--- config.mk ---
export PLATFORM = sky130hd
export DESIGN_NAME = key_loader
export DESIGN_NICKNAME = d
export VERILOG_FILES = /design/src/rtl/key_loader_pkg.sv /design/src/rtl/key_shift_reg.sv /design/src/rtl/key_loader.sv
export SDC_FILE = /design/constraint.sdc
export NUM_CORES = 1
export LEC_CHECK = 0
export BUFFER_PORTS_ARGS = -buffer_cell sky130_fd_sc_hd__buf_4
export CAP_MARGIN = 20
export CORE_AREA = 2 2 70 72
export CTS_CLUSTER_DIAMETER = 60
export DETAILED_ROUTE_END_ITERATION = 6
export DIE_AREA = 0 0 72 74
export GPL_ROUTABILITY_DRIVEN = 0
export RECOVER_POWER = 25
export SLEW_MARGIN = 30
export SYNTH_ARGS = -nofsm -noshare
export SYNTH_HDL_FRONTEND = slang
export SYNTH_SLANG_ARGS = --single-unit
--- constraint.sdc ---
create_clock -name clk -period 1.92 [get_ports clk]
set_input_delay 0.192 -clock clk [delete_from_list [all_inputs] [get_ports clk]]
set_output_delay 0.192 -clock clk [all_outputs]
set_load 0.03 [all_outputs]
--- src/rtl/key_loader_pkg.sv ---
// Shared types and constants for the serial key loader and the locked-netlist wrapper.
package key_loader_pkg;

    localparam int KEY_WIDTH_DEF = 8;
    localparam int MAX_RETRY_DEF = 3;
    localparam int BIT_CNT_W     = $clog2(KEY_WIDTH_DEF + 1);
    localparam int RETRY_W       = $clog2(MAX_RETRY_DEF + 1);

    localparam logic [KEY_WIDTH_DEF-1:0] DEFAULT_DECOY_KEY = 8'h00;

    typedef enum logic [2:0] {
        ST_IDLE    = 3'd0,
        ST_RESTART = 3'd1,
        ST_SHIFT   = 3'd2,
        ST_CHECK   = 3'd3,
        ST_LOADED  = 3'd4,
        ST_FAIL    = 3'd5
    } state_t;

    function automatic logic parity_fold(input logic acc, input logic din);
        return acc ^ din;
    endfunction

endpackage

--- src/rtl/key_shift_reg.sv ---
// Shadow key register, bit counter and running even-parity accumulator for the serial key stream.
module key_shift_reg
    import key_loader_pkg::*;
#(
    parameter int KEY_WIDTH = KEY_WIDTH_DEF
) (
    input  logic                 clk,
    input  logic                 rst_n,
    input  logic                 clear,
    input  logic                 accept,
    input  logic                 data_bit,
    output logic [KEY_WIDTH-1:0] shadow,
    output logic                 last_bit,
    output logic                 parity_ok
);

    localparam int CNT_W = $clog2(KEY_WIDTH + 1);

    logic [CNT_W-1:0] bit_cnt_r;
    logic             parity_acc_r;

    // Shift accepted bits LSB first; the accept at count KEY_WIDTH is the parity bit only
    always_ff @(posedge clk or negedge rst_n) begin
        if (!rst_n) begin
            shadow       <= {KEY_WIDTH{1'b0}};
            bit_cnt_r    <= {CNT_W{1'b0}};
            parity_acc_r <= 1'b0;
        end else if (clear) begin
            shadow       <= {KEY_WIDTH{1'b0}};
            bit_cnt_r    <= {CNT_W{1'b0}};
            parity_acc_r <= 1'b0;
        end else if (accept) begin
            for (int i = 0; i < KEY_WIDTH; i++) begin
                if (bit_cnt_r == CNT_W'(i)) begin
                    shadow[i] <= data_bit;
                end
            end
            bit_cnt_r    <= bit_cnt_r + CNT_W'(1);
            parity_acc_r <= parity_fold(parity_acc_r, data_bit);
        end
    end

    assign last_bit  = (bit_cnt_r == CNT_W'(KEY_WIDTH));
    assign parity_ok = ~parity_acc_r;

endmodule

--- src/rtl/key_loader.sv ---
// Fetches the unlock key serially from NVM, verifies even parity with bounded retries,
// and exposes it to the locked core only after verification; a decoy key is driven otherwise.
module key_loader
    import key_loader_pkg::*;
#(
    parameter int                   KEY_WIDTH = KEY_WIDTH_DEF,
    parameter logic [KEY_WIDTH-1:0] DECOY_KEY = DEFAULT_DECOY_KEY,
    parameter int                   MAX_RETRY = MAX_RETRY_DEF
) (
    input  logic                 clk,
    input  logic                 rst_n,
    input  logic                 start,
    output logic                 nvm_restart,
    output logic                 nvm_req,
    input  logic                 nvm_valid,
    input  logic                 nvm_bit,
    output logic [KEY_WIDTH-1:0] key_out,
    output logic                 key_valid,
    output logic                 busy,
    output logic                 error
);

    localparam int RW = (MAX_RETRY > 0) ? $clog2(MAX_RETRY + 1) : 1;

    state_t               state_r;
    state_t               state_next_s;
    logic [RW-1:0]        retry_cnt_r;
    logic                 accept_s;
    logic [KEY_WIDTH-1:0] shadow_s;
    logic                 last_bit_s;
    logic                 parity_ok_s;

    assign nvm_restart = (state_r == ST_RESTART);
    assign nvm_req     = (state_r == ST_SHIFT);
    assign busy        = (state_r == ST_RESTART) || (state_r == ST_SHIFT) || (state_r == ST_CHECK);
    assign accept_s    = nvm_req && nvm_valid;

    key_shift_reg #(
        .KEY_WIDTH (KEY_WIDTH)
    ) u_shift (
        .clk       (clk),
        .rst_n     (rst_n),
        .clear     (nvm_restart),
        .accept    (accept_s),
        .data_bit  (nvm_bit),
        .shadow    (shadow_s),
        .last_bit  (last_bit_s),
        .parity_ok (parity_ok_s)
    );

    // State register
    always_ff @(posedge clk or negedge rst_n) begin
        if (!rst_n) begin
            state_r <= ST_IDLE;
        end else begin
            state_r <= state_next_s;
        end
    end

    // Next-state logic; LOADED and FAIL only leave through reset
    always_comb begin
        state_next_s = state_r;
        case (state_r)
            ST_IDLE: begin
                if (start) begin
                    state_next_s = ST_RESTART;
                end else begin
                    state_next_s = ST_IDLE;
                end
            end
            ST_RESTART: state_next_s = ST_SHIFT;
            ST_SHIFT: begin
                if (accept_s && last_bit_s) begin
                    state_next_s = ST_CHECK;
                end else begin
                    state_next_s = ST_SHIFT;
                end
            end
            ST_CHECK: begin
                if (parity_ok_s) begin
                    state_next_s = ST_LOADED;
                end else if (retry_cnt_r == RW'(MAX_RETRY)) begin
                    state_next_s = ST_FAIL;
                end else begin
                    state_next_s = ST_RESTART;
                end
            end
            ST_LOADED: state_next_s = ST_LOADED;
            ST_FAIL:   state_next_s = ST_FAIL;
            default:   state_next_s = ST_IDLE;
        endcase
    end

    // Retry count and key outputs; key_out only ever changes on a verified CHECK
    always_ff @(posedge clk or negedge rst_n) begin
        if (!rst_n) begin
            retry_cnt_r <= {RW{1'b0}};
            key_out     <= DECOY_KEY;
            key_valid   <= 1'b0;
            error       <= 1'b0;
        end else if (state_r == ST_CHECK) begin
            if (parity_ok_s) begin
                key_out   <= shadow_s;
                key_valid <= 1'b1;
            end else if (retry_cnt_r == RW'(MAX_RETRY)) begin
                error <= 1'b1;
            end else begin
                retry_cnt_r <= retry_cnt_r + RW'(1);
            end
        end
    end

endmodule
==> flow_summary_export.csv <==
group,metric,value,unit
floorplanning,num_rows,25,
floorplanning,die_width,72,um
global_route,grt_max_degree,29,
cts,cts_inserted_buffers,3,
floorplanning,io_pins,18,
global_route,grt_usage,10.4,%
timing,worstMarginPinSlew,0.697,ns
cts,insertion_delay,0.28,ns
setup_path,cp.required,1.73,ns
job,drv_cap,0,
detailed_routing,dr.pass1.iters,4,
timing,maxSlewViolCount,0,
power,finalPower,2.53,mW
finish,synthToLayoutAreaGrowth,13.6,%
global_route,grt_pass1_vias,940,
setup_path,cp-end-kind,"primary output",
status,status,"finished, final reports clean",
setup_path,critical_path_class,"flop to primary output",
yosys,netlist_area,1420,um2
cts,root_buffer,"clkbuf_8",
global_route,antenna_found_initial,0,
detailed_routing,vias,901,
setup_path,rrSetupSlack,0.22,ns
yosys,syn_area_per_cell,12.0,um2
power,powerDensity,1570,nW/um2
global_route,grt_overflow,0,
yosys,synth_seq_cells,28,
place,port_buffers,17,
cts,cts_tree,"done",
finish,drive_above_1_share,28.6,%
power,vdd_drop_max,0.810,mV
timing,rsz0062_at_grt,"no",
setup_path,cp_data_arrival_time,1.62,ns
floorplanning,die_y,74,um
setup_path,r2r_cells,3,
finish,diodes,0,
setup_path,cp-start-kind,"flop",
yosys,yosysSeqAreaShare,49.5,%
cts,clockBufferDepth,2,
yosys,synthDistinctLibCells,38,
timing,timing.hold.ws,0.189,ns
detailed_routing,wl_per_cell,13.4,um
yosys,async_flop_share,100,%
setup_path,crit_path_max_fanout,12,
detailed_routing,drtIter0Drc,27,
finish,seq_area,701,um2
hold_path,whs_path_depth,3,
yosys,synth_edf_count,0,
cts,cts_max_level,1,
finish,nets,144,
yosys,yosysWarnings,0,
detailed_routing,final_antenna_net_count,0,
floorplanning,start_util,30.8,%
global_route,grt_pass1_wl,4390,um
timing,period_minus_slack,1.81,ns
timing,max_slew_margin,53.5,%
cts,cts.sinks,28,
yosys,syn-num-nets,128,
timing,finalClockSkew,0.00342,ns
detailed_routing,vias_per_cell,4.82,
floorplanning,dieArea,5330,um2
timing,period_share,94.2,%
timing,fmaxAchievable,553,MHz
yosys,synth_cells,118,
timing,finalSetupTns,0,ns
yosys,synth-main-ff-cell,"dfrtp_1",
detailed_routing,totalWireLength,2500,um
detailed_routing,route.detailed.drc,0,
timing,hold_viol,0,
finish,multiInputGateArea,616,um2
place,dp_hpwl,1770,um
cts,path_clk_slew,0.10,ns
floorplanning,core-area,4600,um2
cts,cts-resized-gates,0,
hold_path,hold_path_class,"primary input to flop",
timing,setup-violations-final,0,
finish,nFillCells,460,
power,p_leak,0.796,nW
## routing by layer
metal | wire, um | track usage (%)
met1 | 1150 | 13.3
met2 | 1200 | 17.8
met3 | 143 | 3.52
met4 | 7 | 1.26
met5 | 0 | 0
## report_power, final
group / internal (mW) / leakage (nW) / total [mW] / switching (mW)
registers: 0.793 / 0.374 / 0.995 / 0.203
clock network: 0.279 / 0.0357 / 0.471 / 0.192
logic: 0.457 / 0.386 / 1.06 / 0.603
total: 1.53 / 0.796 / 2.53 / 0.997
## worst paths after layout
check                                      from                                to
setup / recovery           state_r[1]$_DFF_PN0_                       nvm_restart
hold / removal                          nvm_bit  u_shift.parity_acc_r$_DFFE_PN0P_
setup reg to reg           state_r[2]$_DFF_PN0_            key_out[2]$_DFFE_PN0P_
hold reg to reg               error$_DFFE_PN0P_                 error$_DFFE_PN0P_
max in group asynchronous                 rst_n     u_shift.shadow[2]$_DFFE_PN0P_
min in group asynchronous                 rst_n              state_r[2]$_DFF_PN0_
## cell families (layout without fill, tap and decap cells)
logic type | count (synthesis) | in the layout | synth area share [%]
xor+xnor | 2 | 2 | 1.24
fa+ha+maj | 5 | 5 | 4.42
flops | 28 | 28 | 49.5
mux | 17 | 17 | 13.9
simple gates | 41 | 41 | 17.6
buf+inv | 12 | 27 | 7.07
compound gates | 13 | 13 | 6.36
## sequential cells by signal (all words and copies together) (netlist names)
register              count
error                     1
u_shift.bit_cnt_r         4
u_shift.parity_acc_r      1
key_valid                 1
u_shift.shadow            8
key_out                   8
retry_cnt_r               2
state_r                   3
## worst max-delay path, stage by stage, from the launching register on
cell and delay, ns:
dfrtp_1 0.51, or3b_4 0.54, inv_2 0.13, buf_4 0.17
## layout make-up
class                           count  area share [%]
Timing Repair Buffer               18            8.40
Clock inverter                      1            1.87
Sequential cell                    28            43.5
Clock buffer                        3            2.57
Inverter                            5            1.17
Tap cell                           54            4.20
Multi-Input combinational cell     78            38.3
## timing repair
| action | 4_1_cts | 5_1_grt |
|---|---|---|
| endpoints found under the hold margin | 28 | 0 |
| hold buffers | 1 | 0 |
| endpoints found under the setup margin | 0 | 0 |
| buffers inserted | 0 | 0 |
## synth_stat cells (2+ instances only)
cell | number | area [um2]
nand3_1 | 5 | 25.0
mux2_2 | 5 | 56.3
nor3b_1 | 2 | 15.0
a21oi_1 | 3 | 15.0
inv_1 | 4 | 15.0
and2b_1 | 2 | 15.0
nor2_1 | 3 | 11.3
nand2_1 | 15 | 56.3
o21ai_0 | 2 | 10.0
nor2b_1 | 2 | 12.5
buf_6 | 3 | 33.8
nand2b_1 | 2 | 12.5
ha_1 | 5 | 62.6
mux2_4 | 4 | 60.1
dfrtp_1 | 28 | 701
clkbuf_8 | 2 | 27.5
o31ai_1 | 2 | 15.0
o311ai_0 | 2 | 17.5
mux2i_1 | 8 | 80.1
## layout by cell type (no fill, tap or decap), drive strengths merged
| cell type | netlist | routed |
|---|---|---|
| and4bb | 1 | 1 |
| nand4 | 1 | 1 |
| inv | 5 | 5 |
| and4b | 1 | 1 |
| nor4b | 1 | 1 |
| dfrtp | 28 | 28 |
| nand4b | 1 | 1 |
| mux2i | 8 | 8 |
| nand4bb | 1 | 1 |
| and2b | 2 | 2 |
| nor2 | 3 | 3 |
| or3b | 1 | 1 |
| xnor2 | 1 | 1 |
| dlygate4sd3 | 0 | 1 |
| nand2 | 16 | 16 |
| ha | 5 | 5 |
| nor2b | 2 | 2 |
| clkbuf | 3 | 4 |
| nor3b | 2 | 2 |
| bufinv | 0 | 1 |
| o21ai | 2 | 2 |
| a21o | 1 | 1 |
| and3b | 1 | 1 |
| a21oi | 3 | 3 |
| o31ai | 2 | 2 |
| a41oi | 1 | 1 |
| or2 | 1 | 1 |
| a211oi | 1 | 1 |
| buf | 4 | 16 |
| xor2 | 1 | 1 |
| nand2b | 2 | 2 |
| mux2 | 9 | 9 |
| nand3 | 5 | 5 |
| o311ai | 2 | 2 |
| a31o | 1 | 1 |
## per-stage QoR
stage	std cells	util [%]	area, um2	worst slack, ns
floorplan	118	-	1420	0.447
global placement	182	33.3	1530	0.284
detailed placement	182	33.3	1530	0.206
CTS	187	35.0	1610	0.121
global route	187	35.0	1610	0.0494
finish	187	35.0	1610	0.112
Power figures use the tool's default switching activity.
